--- config.mk ---
export PLATFORM = sky130hd
export DESIGN_NAME = uart_command_initiator
export DESIGN_NICKNAME = d
export VERILOG_FILES = /design/src/rtl/uart_command_initiator.sv
export SDC_FILE = /design/constraint.sdc
export NUM_CORES = 1
export LEC_CHECK = 0
export ABC_AREA = 1
export BUFFER_PORTS_ARGS = -buffer_cell sky130_fd_sc_hd__clkbuf_2
export CAP_MARGIN = 20
export CORE_MARGIN = 2
export CORE_UTILIZATION = 35
export DETAILED_ROUTE_END_ITERATION = 10
export GPL_TIMING_DRIVEN = 0
export PLACE_DENSITY = 0.52
export SYNTH_ARGS = -nofsm -noshare
export SYNTH_HDL_FRONTEND = slang
export SYNTH_SLANG_ARGS = --single-unit
--- constraint.sdc ---
create_clock -name i_clk -period 2.95 [get_ports i_clk]
set_clock_uncertainty 0.1 [all_clocks]
set_input_delay 0.59 -clock i_clk [delete_from_list [all_inputs] [get_ports i_clk]]
set_output_delay 0.59 -clock i_clk [all_outputs]
set_load 0.01 [all_outputs]
--- src/rtl/uart_command_initiator.sv ---
`timescale 1ns/1ps
// Host-side UART register-access initiator: one read/write request becomes command/data bytes,
// and a read waits (bounded) for one response byte. Define CMD_INITIATOR_RETRY_EN to retry a timed-out read once.
module uart_command_initiator #(
    parameter int TIMEOUT_CYCLES = 100000,
    parameter int TO_CNT_W       = $clog2(TIMEOUT_CYCLES + 1)
) (
    input  logic       i_clk,
    input  logic       i_rst,
    input  logic       i_req,
    input  logic       i_req_we,
    input  logic [2:0] i_req_addr,
    input  logic [7:0] i_req_wdata,
    output logic       o_req_ready,
    output logic       o_rsp_valid,
    output logic [7:0] o_rsp_rdata,
    output logic       o_rsp_timeout,
    output logic [7:0] o_tx_data,
    output logic       o_tx_data_valid,
    input  logic       i_tx_busy,
    input  logic [7:0] i_rx_data,
    input  logic       i_rx_data_valid
);

    typedef enum logic [2:0] {
        IDLE      = 3'd0,
        SEND_CMD  = 3'd1,
        SEND_DATA = 3'd2,
        WAIT_RSP  = 3'd3,
        DONE      = 3'd4
    } state_t;

    state_t              state_r, state_s;
    logic                we_r, we_s;
    logic [7:0]          wdata_r, wdata_s;
    logic [TO_CNT_W-1:0] cnt_r, cnt_s;
    logic                ready_r, ready_s;
    logic                tx_valid_r, tx_valid_s;
    logic [7:0]          tx_data_r, tx_data_s;
    logic                rsp_valid_r, rsp_valid_s;
    logic [7:0]          rsp_rdata_r, rsp_rdata_s;
    logic                rsp_timeout_r, rsp_timeout_s;
    logic                tx_take_s;
    logic                term_s;
`ifdef CMD_INITIATOR_RETRY_EN
    logic                retry_r, retry_s;
`endif

    function automatic logic [7:0] cmd_byte(input logic [2:0] addr, input logic we);
        return {4'b0000, addr, we};
    endfunction

    assign tx_take_s = tx_valid_r & ~i_tx_busy;
    assign term_s    = (cnt_r == TO_CNT_W'(TIMEOUT_CYCLES - 1));

    // Next-state and next-output logic; the address is captured directly into the command byte
    always_comb begin
        state_s       = state_r;
        we_s          = we_r;
        wdata_s       = wdata_r;
        cnt_s         = cnt_r;
        tx_valid_s    = tx_valid_r;
        tx_data_s     = tx_data_r;
        rsp_valid_s   = 1'b0;
        rsp_rdata_s   = 8'h00;
        rsp_timeout_s = 1'b0;
`ifdef CMD_INITIATOR_RETRY_EN
        retry_s       = retry_r;
`endif
        case (state_r)
            IDLE: begin
                if (i_req) begin
                    state_s    = SEND_CMD;
                    we_s       = i_req_we;
                    wdata_s    = i_req_wdata;
                    tx_valid_s = 1'b1;
                    tx_data_s  = cmd_byte(i_req_addr, i_req_we);
`ifdef CMD_INITIATOR_RETRY_EN
                    retry_s    = 1'b0;
`endif
                end else begin
                    state_s = IDLE;
                end
            end
            SEND_CMD: begin
                if (tx_take_s) begin
                    if (we_r) begin
                        state_s    = SEND_DATA;
                        tx_valid_s = 1'b1;
                        tx_data_s  = wdata_r;
                    end else begin
                        state_s    = WAIT_RSP;
                        tx_valid_s = 1'b0;
                        cnt_s      = {TO_CNT_W{1'b0}};
                    end
                end else begin
                    state_s = SEND_CMD;
                end
            end
            SEND_DATA: begin
                if (tx_take_s) begin
                    state_s     = DONE;
                    tx_valid_s  = 1'b0;
                    rsp_valid_s = 1'b1;
                end else begin
                    state_s = SEND_DATA;
                end
            end
            WAIT_RSP: begin
                // An rx strobe on the terminal-count cycle beats the timeout
                if (i_rx_data_valid) begin
                    state_s     = DONE;
                    rsp_valid_s = 1'b1;
                    rsp_rdata_s = i_rx_data;
                end else if (term_s) begin
`ifdef CMD_INITIATOR_RETRY_EN
                    if (!retry_r) begin
                        // tx_data_r still holds the command byte of this read
                        state_s    = SEND_CMD;
                        retry_s    = 1'b1;
                        tx_valid_s = 1'b1;
                    end else begin
                        state_s       = DONE;
                        rsp_valid_s   = 1'b1;
                        rsp_timeout_s = 1'b1;
                    end
`else
                    state_s       = DONE;
                    rsp_valid_s   = 1'b1;
                    rsp_timeout_s = 1'b1;
`endif
                end else begin
                    cnt_s = cnt_r + TO_CNT_W'(1);
                end
            end
            DONE: begin
                state_s = IDLE;
            end
            default: begin
                state_s    = IDLE;
                tx_valid_s = 1'b0;
            end
        endcase
        ready_s = (state_s == IDLE);
    end

    // State, request capture and registered outputs
    always_ff @(posedge i_clk) begin
        if (i_rst) begin
            state_r       <= IDLE;
            we_r          <= 1'b0;
            wdata_r       <= 8'h00;
            cnt_r         <= {TO_CNT_W{1'b0}};
            ready_r       <= 1'b1;
            tx_valid_r    <= 1'b0;
            tx_data_r     <= 8'h00;
            rsp_valid_r   <= 1'b0;
            rsp_rdata_r   <= 8'h00;
            rsp_timeout_r <= 1'b0;
`ifdef CMD_INITIATOR_RETRY_EN
            retry_r       <= 1'b0;
`endif
        end else begin
            state_r       <= state_s;
            we_r          <= we_s;
            wdata_r       <= wdata_s;
            cnt_r         <= cnt_s;
            ready_r       <= ready_s;
            tx_valid_r    <= tx_valid_s;
            tx_data_r     <= tx_data_s;
            rsp_valid_r   <= rsp_valid_s;
            rsp_rdata_r   <= rsp_rdata_s;
            rsp_timeout_r <= rsp_timeout_s;
`ifdef CMD_INITIATOR_RETRY_EN
            retry_r       <= retry_s;
`endif
        end
    end

    assign o_req_ready     = ready_r;
    assign o_tx_data_valid = tx_valid_r;
    assign o_tx_data       = tx_data_r;
    assign o_rsp_valid     = rsp_valid_r;
    assign o_rsp_rdata     = rsp_rdata_r;
    assign o_rsp_timeout   = rsp_timeout_r;

endmodule

==> reports/results.txt <==
status = completed
setup_tns = 0 ns
Mapped Cells = 355
grt ovf = 0
most frequent cells in the layout = nand2_1, nor2_1, dfxtp_1
IO Pins = 45
initial antenna violation count = 0
Slew Viols, Final = 0
via count = 2,291
Cell Pwr Density = 477 nW/um2
Worst Path Arrival = 2.11 ns
number of global-route vias before repair = 2,029
antenna diode count = 0
design area = 2920 um2
Routed WL = 5.89 mm
Std-Cell Core Area = 6830 um2
Die H = 88.0 um
ratio of final minimum period to clock period = 66.5%
antenna-violating nets left = 0
postcts setup bufs = 0
post-synth top area cell = dfxtp_1
# rows = 30
Seq cells post-synth = 49
Synthesized Nets = 381
reg-to-reg endpoint = cnt_r[15]
Final Setup Violations = 0
achievable frequency = 510 MHz
Setup CP Type = flip-flop to flip-flop
Worst Setup SP = cnt_r[0]
setup ws final = 0.990 ns
DRC violations left = 0
RePlAce Congestion = 0.824
Least-Margin Pin Slew = 0.625 ns
Max Root-Sink Buffers = 2
CP dominant cell by count = nand2_1
CP cell instances = ha_1, nand2_1, nor2_4, nand4_4, nand2_4, buf_12, nand2_1, a21oi_2
final hold vios = 0
worst vdd ir = 0.000224 V
Via density = 4.56
Post-layout nets = 431
Worst-Skew Late Latency = 0.31 ns
Reg2Reg Depth = 8
initial core utilization = 36.2%
die width = 88.0 um
HPWL Detailed = 4.31 mm
min Tclk post-route = 1.96 ns
first-pass GRT wire length = 9.74 mm
CP endpoint = cnt_r[15]
wire length per cell = 11.7 um
# hold bufs at CTS = 0
Die ar. = 7750 um2
H-tree levels = 2
sequential fraction of the synthesis area = 39.7%
RSZ-0062 raised after global routing = no
Critical Path End Type = flip-flop
Overall Global Routing Usage = 16.3%
total power = 1390 uW
Max Cap Viol = 0
Area after DPL = 2810 um2
largest net degree at the start of global routing = 16
Crit Path Max Fanout = 10
synth unique cells = 33
Synth warnings = 0
Syn Std Cell Area = 2470 um2
worst slack, placed = 0.883 ns
max incr delay on CP = 0.42 ns
HP Class = primary input to flip-flop
Reg clk slew, reported paths = 0.09 ns
P_leak = 0.00115 uW
share of layout cells above drive strength 1 = 20.9%
commonest non-fill, non-tap cell in the layout = nand2_1
worst flop-to-flop path startpoint = cnt_r[0]
Inserted Clock Buffers = 5
Syn-to-layout area delta = 18.1%
post_cts resized = 0
Synth Area per Inst = 6.96 um2
Startpoint Class = flip-flop
Pre-antenna DRT Iters = 4
r2r setup slk = 0.99 ns
DRT iter0 DRCs = 134
Sink Count = 49
post-synth top area share = 39.7%
Port Buf Inserts = 43
clock root buffer = clkbuf_8
CTS tree = done
CP required = 3.10 ns
Critical-path top delay cell = dfxtp_1
Area contributors post-synth = dfxtp_1, nand2_1, nor2_1
relative slew slack = 58.3%
[state kept, by name (all words and copies together) (netlist names)]
name,count
cnt_r,17
o_req_ready,1
o_rsp_rdata,8
o_rsp_timeout,1
o_rsp_valid,1
o_tx_data,8
o_tx_data_valid,1
state_r,3
wdata_r,8
we_r,1
[Yosys cell counts]
cell type and instances:
buf_1 1, nor3_1 2, o211ai_1 1, nor2_1 67
nor4_1 1, buf_12 1, nand4_1 6, buf_6 1
clkinv_1 1, xnor2_1 1, nor2_4 3, nor2_2 5
nor3b_1 1, o21bai_1 4, nand4_4 1, ha_1 1
a21oi_1 20, and2_1 2, inv_1 27, nand2_1 85
o21ai_0 15, nor2_8 2, inv_2 3, dfxtp_1 49
a31oi_1 4, xor2_1 2, nand2_2 9, nand3_1 25
buf_2 2, a21oi_2 5, clkbuf_1 4, o31ai_1 1
nand2_4 3
[cells by family (layout without fill, tap and decap cells)]
family | count (synthesis) | in the layout | share of synthesized area [%]
adder cells (fa/ha/maj) | 1 | 1 | 0.506
AND/OR/NAND/NOR | 212 | 212 | 39.9
XOR/XNOR | 3 | 3 | 1.06
AO/OA/AOI/OAI | 50 | 50 | 11.7
flip-flops | 49 | 49 | 39.7
buffers and inverters | 40 | 91 | 7.14
[routing by layer]
metal | share of wire (%) | track usage (%) | up-vias
li1 | - | - | 1236
met1 | 48 | 21.8 | 996
met2 | 45 | 26.0 | 53
met3 | 5.5 | 3.86 | 6
met4 | 1.2 | 4.96 | 0
met5 | 0 | 0 | -
[stage by stage]
step | util [%] | hold slack, ns | std cells
2_1_floorplan | - | 0.354 | 355
3_3_place_gp | 41.1 | 0.366 | 494
3_5_place_dp | 41.1 | 0.367 | 494
4_1_cts | 42.7 | 0.352 | 502
5_1_grt | 42.7 | 0.355 | 502
6_report | 42.7 | 0.364 | 502
[how the worst min path moves through the flow]
stage / from / cells past startpoint / slack (ns) / to
global route: i_rx_data[1] / 3 / 0.35 / o_rsp_rdata[1]
global placement: wdata_r[4] / 2 / 0.37 / o_tx_data[4]
CTS: i_rx_data[2] / 3 / 0.35 / o_rsp_rdata[2]
detailed placement: o_tx_data[5] / 2 / 0.37 / o_tx_data[5]
floorplan: wdata_r[4] / 2 / 0.35 / o_tx_data[4]
finish: i_rx_data[4] / 3 / 0.36 / o_rsp_rdata[4]
[final cells by class]
type | instances | area [um2]
buffer | 9 | 60.1
clock buffer | 6 | 72.6
clock inverter | 2 | 38.8
fill | 751 | 3910
inverter | 31 | 116
multi-input combinational | 266 | 1310
sequential | 49 | 981
tap | 96 | 120
timing repair buffer | 43 | 215
[power by group]
group | leakage, uW | total (uW) | internal (uW) | switching, uW
sequential | 0.000399 | 709 | 690 | 18.5
clock | 0.0000554 | 498 | 255 | 243
combinational | 0.000700 | 187 | 67.2 | 119
total | 0.00115 | 1390 | 1010 | 380
[critical path, delay by kind of cell, from the launching register on]
family          cells  cell delay, ns
compound gates      1            0.12
fa+ha+maj           1            0.26
buf+inv             1            0.16
flops               1            0.42
simple gates        5            0.84
(Power assumes the default switching activity.)
